===== src/rtl/nibble_serial_adder_if.sv =====
// rtl/nibble_serial_adder_if.sv - request/result bundle for nibble_serial_adder
// The sub signal exists only when NIBBLE_ADDER_SUB_EN is defined.
interface nibble_serial_adder_if #(
   parameter int NIBBLES = 4
);
   localparam int W = 4 * NIBBLES;

   logic         start;
   logic [W-1:0] a;
   logic [W-1:0] b;
   logic         cin;
`ifdef NIBBLE_ADDER_SUB_EN
   logic         sub;
`endif
   logic         ack;
   logic         ready;
   logic         busy;
   logic         done;
   logic [W-1:0] sum;
   logic         cout;

`ifdef NIBBLE_ADDER_SUB_EN
   modport master (
      output start, a, b, cin, sub, ack,
      input  ready, busy, done, sum, cout
   );
   modport slave (
      input  start, a, b, cin, sub, ack,
      output ready, busy, done, sum, cout
   );
`else
   modport master (
      output start, a, b, cin, ack,
      input  ready, busy, done, sum, cout
   );
   modport slave (
      input  start, a, b, cin, ack,
      output ready, busy, done, sum, cout
   );
`endif
endinterface


===== src/rtl/nibble_serial_adder.sv =====
// rtl/nibble_serial_adder.sv - wide adder sequenced through one 4-bit ripple_carry, LS nibble first
// Define NIBBLE_ADDER_SUB_EN to add the a - b mode selected by sub.
module ripple_carry (
   input  logic [3:0] a,
   input  logic [3:0] b,
   input  logic       cin,
   output logic [3:0] s,
   output logic       cout
);
   logic [4:0] c;

   always_comb begin
      s    = '0;
      c    = '0;
      c[0] = cin;
      for (int i = 0; i < 4; i++) begin
         s[i]   = a[i] ^ b[i] ^ c[i];
         c[i+1] = (a[i] & b[i]) | (c[i] & (a[i] ^ b[i]));
      end
      cout = c[4];
   end
endmodule

module nibble_serial_adder #(
   parameter int NIBBLES = 4
) (
   input  logic                 clk,
   input  logic                 reset,
   nibble_serial_adder_if.slave bus
);
   localparam int W    = 4 * NIBBLES;
   localparam int IDXW = (NIBBLES > 1) ? $clog2(NIBBLES) : 1;
   localparam logic [IDXW-1:0] LAST_IDX = IDXW'(NIBBLES - 1);

   localparam logic [1:0] S_IDLE = 2'd0;
   localparam logic [1:0] S_RUN  = 2'd1;
   localparam logic [1:0] S_DONE = 2'd2;

   logic [1:0]      state_q, state_d;
   logic [W-1:0]    a_q, a_d;
   logic [W-1:0]    b_q, b_d;
   logic [W-1:0]    sum_q, sum_d;
   logic            carry_q, carry_d;
   logic            cout_q, cout_d;
   logic [IDXW-1:0] idx_q, idx_d;

   logic [W-1:0]    b_in;
   logic            carry_in;
   logic [3:0]      nib_a, nib_b, nib_s;
   logic            nib_cout;

   // Subtraction folds into the operand capture: store ~b and seed the carry with 1.
`ifdef NIBBLE_ADDER_SUB_EN
   assign b_in     = bus.sub ? ~bus.b : bus.b;
   assign carry_in = bus.sub | bus.cin;
`else
   assign b_in     = bus.b;
   assign carry_in = bus.cin;
`endif

   assign nib_a = a_q[{idx_q, 2'b00} +: 4];
   assign nib_b = b_q[{idx_q, 2'b00} +: 4];

   ripple_carry u_adder (
      .a    (nib_a),
      .b    (nib_b),
      .cin  (carry_q),
      .s    (nib_s),
      .cout (nib_cout)
   );

   always_comb begin
      state_d = state_q;
      a_d     = a_q;
      b_d     = b_q;
      sum_d   = sum_q;
      carry_d = carry_q;
      cout_d  = cout_q;
      idx_d   = idx_q;
      case (state_q)
         S_IDLE: begin
            if (bus.start) begin
               a_d     = bus.a;
               b_d     = b_in;
               carry_d = carry_in;
               idx_d   = '0;
               sum_d   = '0;
               cout_d  = 1'b0;
               state_d = S_RUN;
            end
         end
         S_RUN: begin
            sum_d[{idx_q, 2'b00} +: 4] = nib_s;
            carry_d = nib_cout;
            idx_d   = idx_q + IDXW'(1);
            if (idx_q == LAST_IDX) begin
               cout_d  = nib_cout;
               idx_d   = '0;
               state_d = S_DONE;
            end
         end
         S_DONE: begin
            if (bus.ack) begin
               state_d = S_IDLE;
            end
         end
         default: state_d = S_IDLE;
      endcase
   end

   always_ff @(posedge clk) begin
      if (reset) begin
         state_q <= S_IDLE;
         a_q     <= '0;
         b_q     <= '0;
         sum_q   <= '0;
         carry_q <= 1'b0;
         cout_q  <= 1'b0;
         idx_q   <= '0;
      end else begin
         state_q <= state_d;
         a_q     <= a_d;
         b_q     <= b_d;
         sum_q   <= sum_d;
         carry_q <= carry_d;
         cout_q  <= cout_d;
         idx_q   <= idx_d;
      end
   end

   assign bus.ready = (state_q == S_IDLE);
   assign bus.busy  = (state_q == S_RUN);
   assign bus.done  = (state_q == S_DONE);
   assign bus.sum   = sum_q;
   assign bus.cout  = cout_q;
endmodule


===== src/flat_wrapper.sv =====
// flat-port wrapper written by rule: the top's interface ports become plain ports
module nibble_serial_adder_flat 
#(
   parameter int NIBBLES = 4
)
  (clk, reset, bus_start, bus_a, bus_b, bus_cin, bus_ack, bus_ready, bus_busy, bus_done, bus_sum, bus_cout);
  nibble_serial_adder_if #(.NIBBLES(NIBBLES)) bus_i ();
  input  logic clk;
  input  logic reset;
  input wire logic [$bits(bus_i.start)-1:0] bus_start;
  input wire logic [$bits(bus_i.a)-1:0] bus_a;
  input wire logic [$bits(bus_i.b)-1:0] bus_b;
  input wire logic [$bits(bus_i.cin)-1:0] bus_cin;
  input wire logic [$bits(bus_i.ack)-1:0] bus_ack;
  output wire logic [$bits(bus_i.ready)-1:0] bus_ready;
  output wire logic [$bits(bus_i.busy)-1:0] bus_busy;
  output wire logic [$bits(bus_i.done)-1:0] bus_done;
  output wire logic [$bits(bus_i.sum)-1:0] bus_sum;
  output wire logic [$bits(bus_i.cout)-1:0] bus_cout;
  assign bus_i.start = bus_start;
  assign bus_i.a = bus_a;
  assign bus_i.b = bus_b;
  assign bus_i.cin = bus_cin;
  assign bus_i.ack = bus_ack;
  assign bus_ready = bus_i.ready;
  assign bus_busy = bus_i.busy;
  assign bus_done = bus_i.done;
  assign bus_sum = bus_i.sum;
  assign bus_cout = bus_i.cout;
  nibble_serial_adder #(.NIBBLES(NIBBLES)) u_core (.clk(clk), .reset(reset), .bus(bus_i));
endmodule

===== config.mk =====
export PLATFORM = sky130hd
export DESIGN_NAME = nibble_serial_adder_flat
export DESIGN_NICKNAME = d
export VERILOG_FILES = /design/src/rtl/nibble_serial_adder_if.sv /design/src/rtl/nibble_serial_adder.sv /design/src/flat_wrapper.sv
export SDC_FILE = /design/constraint.sdc
export NUM_CORES = 1
export LEC_CHECK = 0
export ABC_AREA = 1
export CAP_MARGIN = 15
export CORE_AREA = 3 3 109 59
export CTS_BUF_LIST = sky130_fd_sc_hd__clkbuf_4
export CTS_CLUSTER_DIAMETER = 120
export DETAILED_ROUTE_END_ITERATION = 6
export DIE_AREA = 0 0 112 62
export PLACE_DENSITY = 0.71
export SYNTH_ARGS = -nofsm -noshare
export SYNTH_HDL_FRONTEND = slang
export SYNTH_SLANG_ARGS = --single-unit

===== constraint.sdc =====
create_clock -name clk -period 3.9 [get_ports clk]
set_clock_uncertainty 0.1 [all_clocks]
set_input_delay 0.39 -clock clk [delete_from_list [all_inputs] [get_ports clk]]
set_output_delay 0.39 -clock clk [all_outputs]
set_load 0.05 [all_outputs]

## Yosys cells after proc, flatten, opt, wreduce, memory -nomap -nowiden

Index checks and enable logic that the tools add are counted.
W data, S select, Z words.

| operators by class | value |
|---|---|
| add/sub/neg operators | 2 |
| eq/ne operators | 6 |
| shifts and indexed selects | 4 |
| multiplexer cells | 15 |
| bitwise gates (word level) | 20 |
| reduce and logical (&&, ||, !) cells | 6 |

Operator list:

| cell | count |
|---|---|
| $pmux W16 S2 | 1 |
| $shiftx A16 B5 Y4 | 2 |
| $bwmux W16 | 1 |
| $mux W16 | 1 |
| $shift A4 B6 Y16 const A | 1 |
| $shiftx A4 B6 Y16 | 1 |
| $mux W2 | 5 |
| $and A1 B1 Y1 | 8 |
| $xor A1 B1 Y1 | 8 |
| $neg A4 Y6 | 1 |
| $pmux W2 S3 | 1 |
| $reduce_and A3 Y1 | 2 |
| $eq A2 B2 Y1 const B | 2 |
| $ne A2 B2 Y1 const B | 2 |
| $or A1 B1 Y1 | 4 |
| $pmux W1 S2 | 2 |
| $pmux W2 S2 | 1 |
| $reduce_and A2 Y1 | 2 |
| $mux W1 | 3 |
| $add A2 B1 Y2 const B | 1 |
| $eq A2 B1 Y1 const B | 1 |
| $logic_not A2 Y1 | 1 |
| $ne A2 B1 Y1 const B | 1 |
| $reduce_bool A2 Y1 | 1 |

| word-level totals | value |
|---|---|
| register bits | 54 |
| bits of input ports | 37 |
| output and inout port bits | 20 |

## Depth between registers and ports, before layout

Gate-level depths: netlist of the first run.

| logic depth | value |
|---|---|
| depth after elaboration | 12 |
| gate-level depth with buffers | 16 |
| gate-level depth less buffers | 15 |

## By module

From an unflattened synthesis of the first run, not the netlist that was laid out.

| second synthesis, totals | value |
|---|---|
| cells, all modules | 342 |
| area total of the unflattened synthesis | 2,721.4 um^2 |

Modules (own cells, without submodules):

| module | times used | cells an instance | area each (um^2) | seq. area each (um^2) |
|---|---|---|---|---|
| nibble_serial_adder | 1 | 328 | 2,603.7 | 1,081.0 |
| ripple_carry | 1 | 14 | 117.6 | 0.0 |

## Least setup slack after synthesis of the first run

Ideal clock, no wire load.

| timing | value |
|---|---|
| path type | reg2reg |
| from | reg u_core.idx_q[0] |
| to | reg u_core.sum_q[7], in the netlist u_core.bus.sum[7] |
| library setup time | 132 ps |
| arrival time | 2,654 ps |
| setup slack | 1,014 ps |
| stages on the path, launching flop included | 17 |
| path buffers | 2 |
| period minus slack after synthesis | 2,886 ps |
| cells stage by stage | dfxtp_1 buf_2 clkbuf_1 nand2_1 o21ai_0 a21oi_1 fa_1 inv_1 fa_1 inv_1 fa_1 inv_1 fa_1 nand2_1 nor2_1 nand2_1 a21oi_1 |

| between the ends | value |
|---|---|
| cells in the longest elaborated chain, start to end | 12 |
| elaborated cells on any way between the ends | 24 |

Ends and longest elaborated chain:

| element | RTL line | RTL |
|---|---|---|
| start: declaration | nibble_serial_adder.sv:45 | `logic [IDXW-1:0] idx_q, idx_d;` |
| start signal: assignment | nibble_serial_adder.sv:127 | `idx_q <= idx_d;` |
| $shiftx A16 B5 Y4, on equally long branches | nibble_serial_adder.sv:61, nibble_serial_adder.sv:62 |  |
| $xor A1 B1 Y1 | nibble_serial_adder.sv:17, nibble_serial_adder.sv:18 |  |
| $and A1 B1 Y1 | nibble_serial_adder.sv:18 | `c[i+1] = (a[i] & b[i]) \| (c[i] & (a[i] ^ b[i]));` |
| $or A1 B1 Y1 | nibble_serial_adder.sv:18 |  |
| $and A1 B1 Y1 | nibble_serial_adder.sv:18 |  |
| $or A1 B1 Y1 | nibble_serial_adder.sv:18 |  |
| $and A1 B1 Y1 | nibble_serial_adder.sv:18 |  |
| $or A1 B1 Y1 | nibble_serial_adder.sv:18 |  |
| $xor A1 B1 Y1 | nibble_serial_adder.sv:17 | `s[i] = a[i] ^ b[i] ^ c[i];` |
| $shiftx A4 B6 Y16 | nibble_serial_adder.sv:93 | `sum_d[{idx_q, 2'b00} +: 4] = nib_s;` |
| $bwmux W16 (*) | nibble_serial_adder.sv:93 |  |
| $pmux W16 S2 (*) | nibble_serial_adder.sv:80 | `case (state_q)` |
| end signal: assignment | nibble_serial_adder.sv:124 | `sum_q <= sum_d;` |
| end: declaration | nibble_serial_adder.sv:42 | `logic [W-1:0] sum_q, sum_d;` |

Mark *: on every way between the ends. The rest lies on a longest branch, timed or not.
A chain may end at the register's enable or synchronous reset.

## Worst setup path in the final report of the first run

| timing | value |
|---|---|
| from | reg u_core.idx_q[0] |
| to | reg u_core.sum_q[15], in the netlist u_core.bus.sum[15] |

The elaborated chain is that of the path after synthesis.

==> flow_summary.yaml, run 1 <==
cts:
  postCtsHoldBufs: 0
  cts_buffer_depth: 2
  clock_sinks: 54
  clkTransAtPathRegs_ns: 0.15
  post-cts-setup-buffers: 0
  numCtsBuffers: 5
  postCtsResizedCells: 0
  cts_tree: "done"
  clockRootBuffer: "clkbuf_4"
  insertion_delay_ns: 0.37
  cts_htree_levels: 2
critical_path:
  worstPathCellList: "inv_2, nor2_1, nor2_1, a21oi_1, fa_1, inv_1, fa_1, inv_1, fa_1, inv_1, fa_1, nand2_1, nor2_1, nand2_1, a21oi_1"
  crit_type: "reg -> reg"
  cp-start-kind: "register"
  cp_data_required_time_ns: 4.10
  cpPeakStageDelay_ns: 0.71
  critPathCaptureType: "register"
  critical_path.most_common_cell: "fa_1"
  cp_top_family: "adder cells"
  critical_path_buf_inv_count: 4
  arrival_ns: 3.52
  slowest_stage: "dfxtp_1"
  worst-path-max-fanout: 20
cells_and_area:
  nNetsFinal: 424
  diodes: 0
  finalNonFillerCells: 453
  layout-drive-gt1-share_pct: 4.211
  area_delta_synth_final_pct: 25.28
hold_path:
  hold_path.class: "reg -> reg"
placed_design:
  place_congestion: 0.8388
  port_buffers: 56
  place_inst: 445
  place_hpwl_um: 4051
logic_synthesis:
  yosysMostFrequentCell: "nor2_1"
  synth-simple-area-share_pct: 25.23
  synth_fa_ha_area_share_pct: 5.344
  synth_compound_area_share_pct: 17.06
  synth_top_family_by_area: "simple AND/OR/NAND/NOR gates"
  yosysWarnings: 0
  synth_xor_area_share_pct: 0
  synth.area.mux_share_pct: 0
  synth_edf_count: 0
  synth.distinct_cells: 23
  yosysSeqAreaShare_pct: 44.40
  postSynthCellCount: 333
  avgSynthCellArea_sq_um: 7.312
  synth.area.top_cells: "dfxtp_1, nor2_1, o21ai_0"
  synth_common_cells: "nor2_1, dfxtp_1, o21ai_0"
  ys.flop_type: "dfxtp_1"
  synth_area_sq_um: 2435
  async_flop_share_pct: 0
  yosys_register_bits: 54
  yosys.area.top_type: "dfxtp_1"
  synthesis.nets: 378
  netlist.area_leader.share_pct: 44.40
flow_run:
  max_cap_violations: 0
grt:
  grt_pass1_vias: 2083
  grt_max_degree: 56
  grt_first_pass_wirelength_um: 9301
  antenna_found_initial: 0
  grtUsageTotal_pct: 16.42
  overflow: 0
sta:
  rsz0062_at_grt: "false"
  relSlewSlack_pct: 49.62
  period_share_pct: 85.06
  worst_slew_pin_slew_ns: 0.7549
  fin_crit_ns: 3.317
  setup_viol: 0
  fmax_mhz: 301.4
  hold_violations: 0
  slew_violations: 0
  final.setup.tns_ns: 0
drt:
  drc_errors: 0
  via_per_inst: 5.002
  drtIter0Drc: 85
  vias: 2266
  firstDrtPassIters: 4
  postRouteAntennaNets: 0
  totalWireLength_um: 5547
  wl_per_cell_um: 12.25
outcome:
  status: "complete, no violations"
pwr:
  cellPowerDensity_nw_per_um2: 356.2
  leakage_nw: 1.191
  ir_drop_uv: 128.2
  power_mw: 1.087
floorplanning:
  fp-row-count: 19
  start_util_pct: 44.73
  die_area_sq_um: 6944
  fp.dieH_um: 62
  die_w_um: 112
  core_area_sq_um: 5444
  io_pins: 57
report_power, final:
group | internal, mW | switching (mW)
clock network | 0.0753 | 0.170
registers | 0.587 | 0.0245
logic | 0.0969 | 0.134
total | 0.759 | 0.328
per-layer routing:
layer  vias to the layer above  GRT usage [%]  part of all wire, %  routed length (um)
met5                         -              0                    0                   0
met4                         0          4.281                 0.61                  34
met3                         4          3.578                  5.2                 291
met2                        64          27.60                   44                2430
met1                      1022          22.14                   50                2792
li1                       1176              -                    -                   -
metrics by stage:
step | setup slack, ns | utilization, % | hold slack [ns] | cell area (sq um)
3_3_place_gp | 0.7832 | 55.04 | 0.3522 | 2997
6_report | 0.5825 | 56.03 | 0.3732 | 3050
3_5_place_dp | 0.6078 | 55.04 | 0.3592 | 2997
4_1_cts | 0.5787 | 56.03 | 0.3783 | 3050
5_1_grt | 0.2694 | 56.03 | 0.3932 | 3050
2_1_floorplan | 1.014 | - | 0.3238 | 2435
final timing paths:
path,startpoint,endpoint,slack [ns],cells past startpoint
worst max-delay path,u_core.idx_q[0],u_core.bus.sum[15],0.58,15
worst min register to register,u_core.b_q[2],u_core.b_q[2],0.37,2
worst min-delay path,u_core.b_q[2],u_core.b_q[2],0.37,2
worst max register to register,u_core.idx_q[0],u_core.bus.sum[15],0.58,15
cell type report:
type / count / area, sq um
Tap cell: 73 / 91.34
Clock inverter: 2 / 8.758
Clock buffer: 6 / 45.04
Inverter: 23 / 88.84
Multi-Input combinational cell: 237 / 1160
Fill cell: 525 / 2394
Timing Repair Buffer: 58 / 575.6
Sequential cell: 54 / 1081
state kept, by name, indices dropped and copies added, names as in the netlist:
signal           count
u_core.a_q          16
u_core.b_q          16
u_core.bus.sum      16
u_core.idx_q         2
u_core.state_q       2
u_core.bus.cout      1
u_core.carry_q       1
cell families after synthesis:
family / count (synthesis)
compound gates: 82
fa+ha+maj: 8
buf+inv: 42
flops: 54
simple gates: 147
worst min-delay path, stage by stage (launching register included):
cell and delay, ns:
dfxtp_1 0.33, inv_1 0.06, a21oi_1 0.06
cell usage in the layout (no fill, tap or decap), types with 6 or more instances in the layout:
master,n
nor2_1,85
clkdlybuf4s50_1,56
dfxtp_1,54
o21ai_0,34
nand2_1,29
a21oi_1,29
nand3_1,25
inv_1,19
o21ai_1,15
clkbuf_4,6
Power figures use the tool's default switching activity.
==> run 2: changes to the inputs <==
--- a/config.mk
+++ b/config.mk
@@ -12,7 +12,7 @@
 export CTS_CLUSTER_DIAMETER = 120
 export DETAILED_ROUTE_END_ITERATION = 6
 export DIE_AREA = 0 0 112 62
-export PLACE_DENSITY = 0.71
+export PLACE_DENSITY_LB_ADDON = 0.05
 export SYNTH_ARGS = -nofsm -noshare
 export SYNTH_HDL_FRONTEND = slang
 export SYNTH_SLANG_ARGS = --single-unit
==> flow_summary.yaml, run 2 (same netlist as run 1, synthesis figures left out) <==
critical_path:
  crit_type: "reg -> reg"
  cp-start-kind: "register"
  arrival_ns: 3.35
  cp_data_required_time_ns: 4.11
  worst-path-max-fanout: 12
  critPathCaptureType: "register"
cts:
  insertion_delay_ns: 0.36
  cts_htree_levels: 2
  numCtsBuffers: 5
  cts_buffer_depth: 2
  clock_sinks: 54
  clkTransAtPathRegs_ns: 0.15
  clockRootBuffer: "clkbuf_4"
  cts_tree: "done"
  postCtsResizedCells: 0
  postCtsHoldBufs: 0
  post-cts-setup-buffers: 0
pwr:
  power_switching_mw: 0.3280
  ir_drop_uv: 176.9
  power_mw: 1.087
  leakage_nw: 1.191
  power.share.sequential_pct: 55.8
  cellPowerDensity_nw_per_um2: 356.4
  clkPwrFrac_pct: 22.5
  p_sw_share_pct: 30.17
  p_int_mw: 0.7591
  p_comb_share_pct: 21.7
floorplanning:
  die_w_um: 112
  core_area_sq_um: 5444
  die_area_sq_um: 6944
  start_util_pct: 44.73
  io_pins: 57
  fp.dieH_um: 62
  fp-row-count: 19
drt:
  totalWireLength_um: 5611
  postRouteAntennaNets: 0
  drtIter0Drc: 95
  vias: 2245
  via_per_inst: 4.956
  drc_errors: 0
  firstDrtPassIters: 5
  wl_per_cell_um: 12.39
sta:
  setup_slack_ns: 0.7555
  hold_violations: 0
  rsz0062_at_grt: "false"
  relSlewSlack_pct: 48.30
  fin_crit_ns: 3.145
  worst_slew_pin_slew_ns: 0.7746
  slew_violations: 0
  period_share_pct: 80.63
  setup_viol: 0
  fmax_mhz: 318.0
  final.setup.tns_ns: 0
cells_and_area:
  nNetsFinal: 424
  final_cell_mix: "nor2_1, clkdlybuf4s50_1, dfxtp_1"
  layout-drive-gt1-share_pct: 4.211
  multi_input_area_sq_um: 1160
  seq_area_sq_um: 1081
  layout_commonest_cell: "nor2_1"
  finish.instance_area_sq_um: 3050
  final_util_pct: 56.03
  diodes: 0
  fillers: 567
  area_delta_synth_final_pct: 25.28
grt:
  overflow: 0
  grtUsageTotal_pct: 16.38
  grt_pass1_vias: 2083
  grt_max_degree: 56
  antenna_found_initial: 0
  grt_first_pass_wirelength_um: 9204
placed_design:
  place_hpwl_um: 4088
  place_congestion: 0.8538
  pre_cts_slack_ns: 0.8103
  placed_area_sq_um: 2997
  port_buffers: 56
flow_run:
  max_cap_violations: 0
outcome:
  status: "complete, no violations"
hold_path:
  hold_path.class: "reg -> reg"
-- run 2: critical path: stages (launching register included) --
cell and delay (ns):
dfxtp_1 0.55, clkinv_1 0.34, a21oi_1 0.28, fa_1 0.21, inv_1 0.05, fa_1 0.36, inv_1 0.08, fa_1 0.16
inv_1 0.05, fa_1 0.50, nand2_1 0.08, nor2_1 0.12, nand2_1 0.07, a21oi_1 0.13
-- run 2: power groups by stage --
stage / Clock (mW) / Sequential (mW) / Combinational [mW]
finish: 0.244 / 0.606 / 0.236
detailed placement: 0 / 0.619 / 0.235
CTS: 0.251 / 0.607 / 0.235
global route: 0.269 / 0.611 / 0.266
global placement: 0 / 0.619 / 0.231
floorplan: 0 / 0.623 / 0.153
-- run 2: stage by stage --
stage               instances  hold WS [ns]
global placement          445        0.3445
floorplan                 333        0.3238
detailed placement        445        0.3559
CTS                       453        0.3732
finish                    453        0.3676
global route              453        0.4106
-- run 2: final timing paths --
kind / startpoint / to / slack, ns / depth (start not counted)
worst max-delay path: u_core.idx_q[1] / u_core.bus.sum[15] / 0.76 / 13
worst min-delay path: u_core.a_q[2] / u_core.a_q[2] / 0.37 / 2
worst max register to register: u_core.idx_q[1] / u_core.bus.sum[15] / 0.76 / 13
worst min register to register: u_core.a_q[2] / u_core.a_q[2] / 0.37 / 2
-- run 2: metal layers --
| metal | vias to the layer above | GRT usage, % | routed length, um |
|---|---|---|---|
| li1 | 1180 | - | - |
| met1 | 995 | 21.10 | 2820 |
| met2 | 68 | 28.53 | 2386 |
| met3 | 2 | 4.352 | 384 |
| met4 | 0 | 3.767 | 19 |
| met5 | - | 0 | 0 |
-- run 2: area by class of cell --
type                       instances  share of cell area, %
timing repair buffer              58                  18.87
multi-input combinational        237                  38.02
tap                               73                  2.994
inverter                          23                  2.912
sequential                        54                  35.44
clock buffer                       6                  1.477
clock inverter                     2                 0.2871
==> run 3: changes to the inputs <==
==> constraint.sdc (replaced) <==
create_clock -name clk -period 2.6 [get_ports clk]
set_clock_uncertainty 0.1 [all_clocks]
set_input_delay 0.26 -clock clk [delete_from_list [all_inputs] [get_ports clk]]
set_output_delay 0.26 -clock clk [all_outputs]
set_load 0.05 [all_outputs]
==> flow_summary.yaml, run 3 (same netlist as run 1, synthesis figures left out) <==
cts:
  numCtsBuffers: 5
  cts_tree: "done"
  insertion_delay_ns: 0.38
  cts_htree_levels: 2
  clkTransAtPathRegs_ns: 0.14
  clockRootBuffer: "clkbuf_4"
  cts_buffer_depth: 2
  clock_sinks: 54
  postCtsHoldBufs: 0
placed_design:
  pre_cts_slack_ns: -0.2135
  placed_area_sq_um: 3097
  port_buffers: 56
  place_hpwl_um: 4327
  place_congestion: 0.8172
  place_inst: 458
pwr:
  ir_drop_uv: 295.4
  p_int_mw: 1.162
  power_switching_mw: 0.5116
  p_comb_share_pct: 24.4
  power.share.sequential_pct: 54.6
  cellPowerDensity_nw_per_um2: 516.7
  p_sw_share_pct: 30.58
  clkPwrFrac_pct: 21.0
  leakage_nw: 1.274
  power_mw: 1.673
cells_and_area:
  area_delta_synth_final_pct: 32.99
  final_cell_mix: "nor2_1, clkdlybuf4s50_1, dfxtp_1"
  finish.instance_area_sq_um: 3238
  diodes: 0
  fillers: 530
  layout_commonest_cell: "nor2_1"
  final_util_pct: 59.48
  multi_input_area_sq_um: 1209
  nNetsFinal: 440
  layout-drive-gt1-share_pct: 13.16
  seq_area_sq_um: 1086
  finalNonFillerCells: 468
critical_path:
  cp_data_required_time_ns: 2.82
  critical_path_buf_inv_count: 4
  cpPeakStageDelay_ns: 0.52
  arrival_ns: 2.95
  cp-start-kind: "register"
  critPathCaptureType: "register"
  cp_top_family: "adder cells"
  crit_type: "reg -> reg"
  worst-path-max-fanout: 6
  slowest_stage: "fa_1"
  worstPathCellList: "buf_12, o21ai_2, nor2_1, a21oi_2, fa_2, inv_2, fa_2, inv_2, fa_2, inv_2, fa_1, nand2_2, nor2_2, nand2_1, a21oi_2"
flow_run:
  max_cap_violations: 0
grt:
  grtUsageTotal_pct: 17.64
  overflow: 0
  grt_first_pass_wirelength_um: 9625
  grt_pass1_vias: 2081
  grt_max_degree: 56
  antenna_found_initial: 0
hold_path:
  hold_path.class: "reg -> reg"
drt:
  totalWireLength_um: 5927
  postRouteAntennaNets: 0
  vias: 2312
  drtIter0Drc: 116
  via_per_inst: 4.940
  wl_per_cell_um: 12.66
  drc_errors: 0
  firstDrtPassIters: 4
outcome:
  violations: "setup timing"
  status: "complete, but fails checks"
sta:
  slew_violations: 0
  hold_violations: 0
  fin_crit_ns: 2.728
  rsz0062_at_grt: "true"
  relSlewSlack_pct: 48.72
  fmax_mhz: 366.5
  worst_slew_pin_slew_ns: 0.7684
  period_share_pct: 104.9
  final.setup.tns_ns: -0.4649
  whs_ns: 0.3603
  setup_slack_ns: -0.1284
  setup_viol: 4
floorplanning:
  fp-row-count: 19
  die_w_um: 112
  fp.dieH_um: 62
  core_area_sq_um: 5444
  die_area_sq_um: 6944
  io_pins: 57
  start_util_pct: 44.73
-- run 3: cell type report --
type                            instances  share of cell area (%)
Multi-Input combinational cell        237                   37.33
Clock inverter                          2                  0.3091
Clock buffer                            5                   1.159
Inverter                               23                   2.859
Timing Repair Buffer                   74                   21.99
Sequential cell                        54                   33.54
Tap cell                               73                   2.821
-- run 3: worst min-delay path: stages (launching register included) --
cell and delay [ns]:
dfxtp_1 0.33, inv_1 0.05, a21oi_1 0.05
-- run 3: timing repair --
item	in CTS	in global routing
setup endpoints to repair	9	9
setup buffers	3	0
pin swaps	2	4
resized for setup	18	8
-- run 3: final timing paths --
check	startpoint	end	slack, ns	cells past startpoint
min	u_core.b_q[2]	u_core.b_q[2]	0.36	2
max	u_core.idx_q[0]	u_core.bus.sum[7]	-0.13	15
min reg2reg	u_core.b_q[2]	u_core.b_q[2]	0.36	2
max reg2reg	u_core.idx_q[0]	u_core.bus.sum[7]	-0.13	15
-- run 3: power groups by stage --
stage                     Combinational, mW  Clock [mW]  Sequential (mW)
after floorplan                       0.236           0            0.935
after global placement                0.368           0            0.933
after detailed placement              0.378           0            0.934
after CTS                             0.401       0.364            0.913
after global routing                  0.456       0.401            0.919
final                                 0.409       0.352            0.913
-- run 3: layer usage --
| metal | share of wire (%) | vias up | track usage [%] | wire length (um) |
|---|---|---|---|---|
| li1 | - | 1214 | - | - |
| met1 | 51 | 1032 | 23.92 | 3032 |
| met2 | 41 | 60 | 28.11 | 2454 |
| met3 | 6.6 | 6 | 4.932 | 391 |
| met4 | 0.81 | 0 | 5.479 | 48 |
| met5 | 0 | - | 0 | 0 |
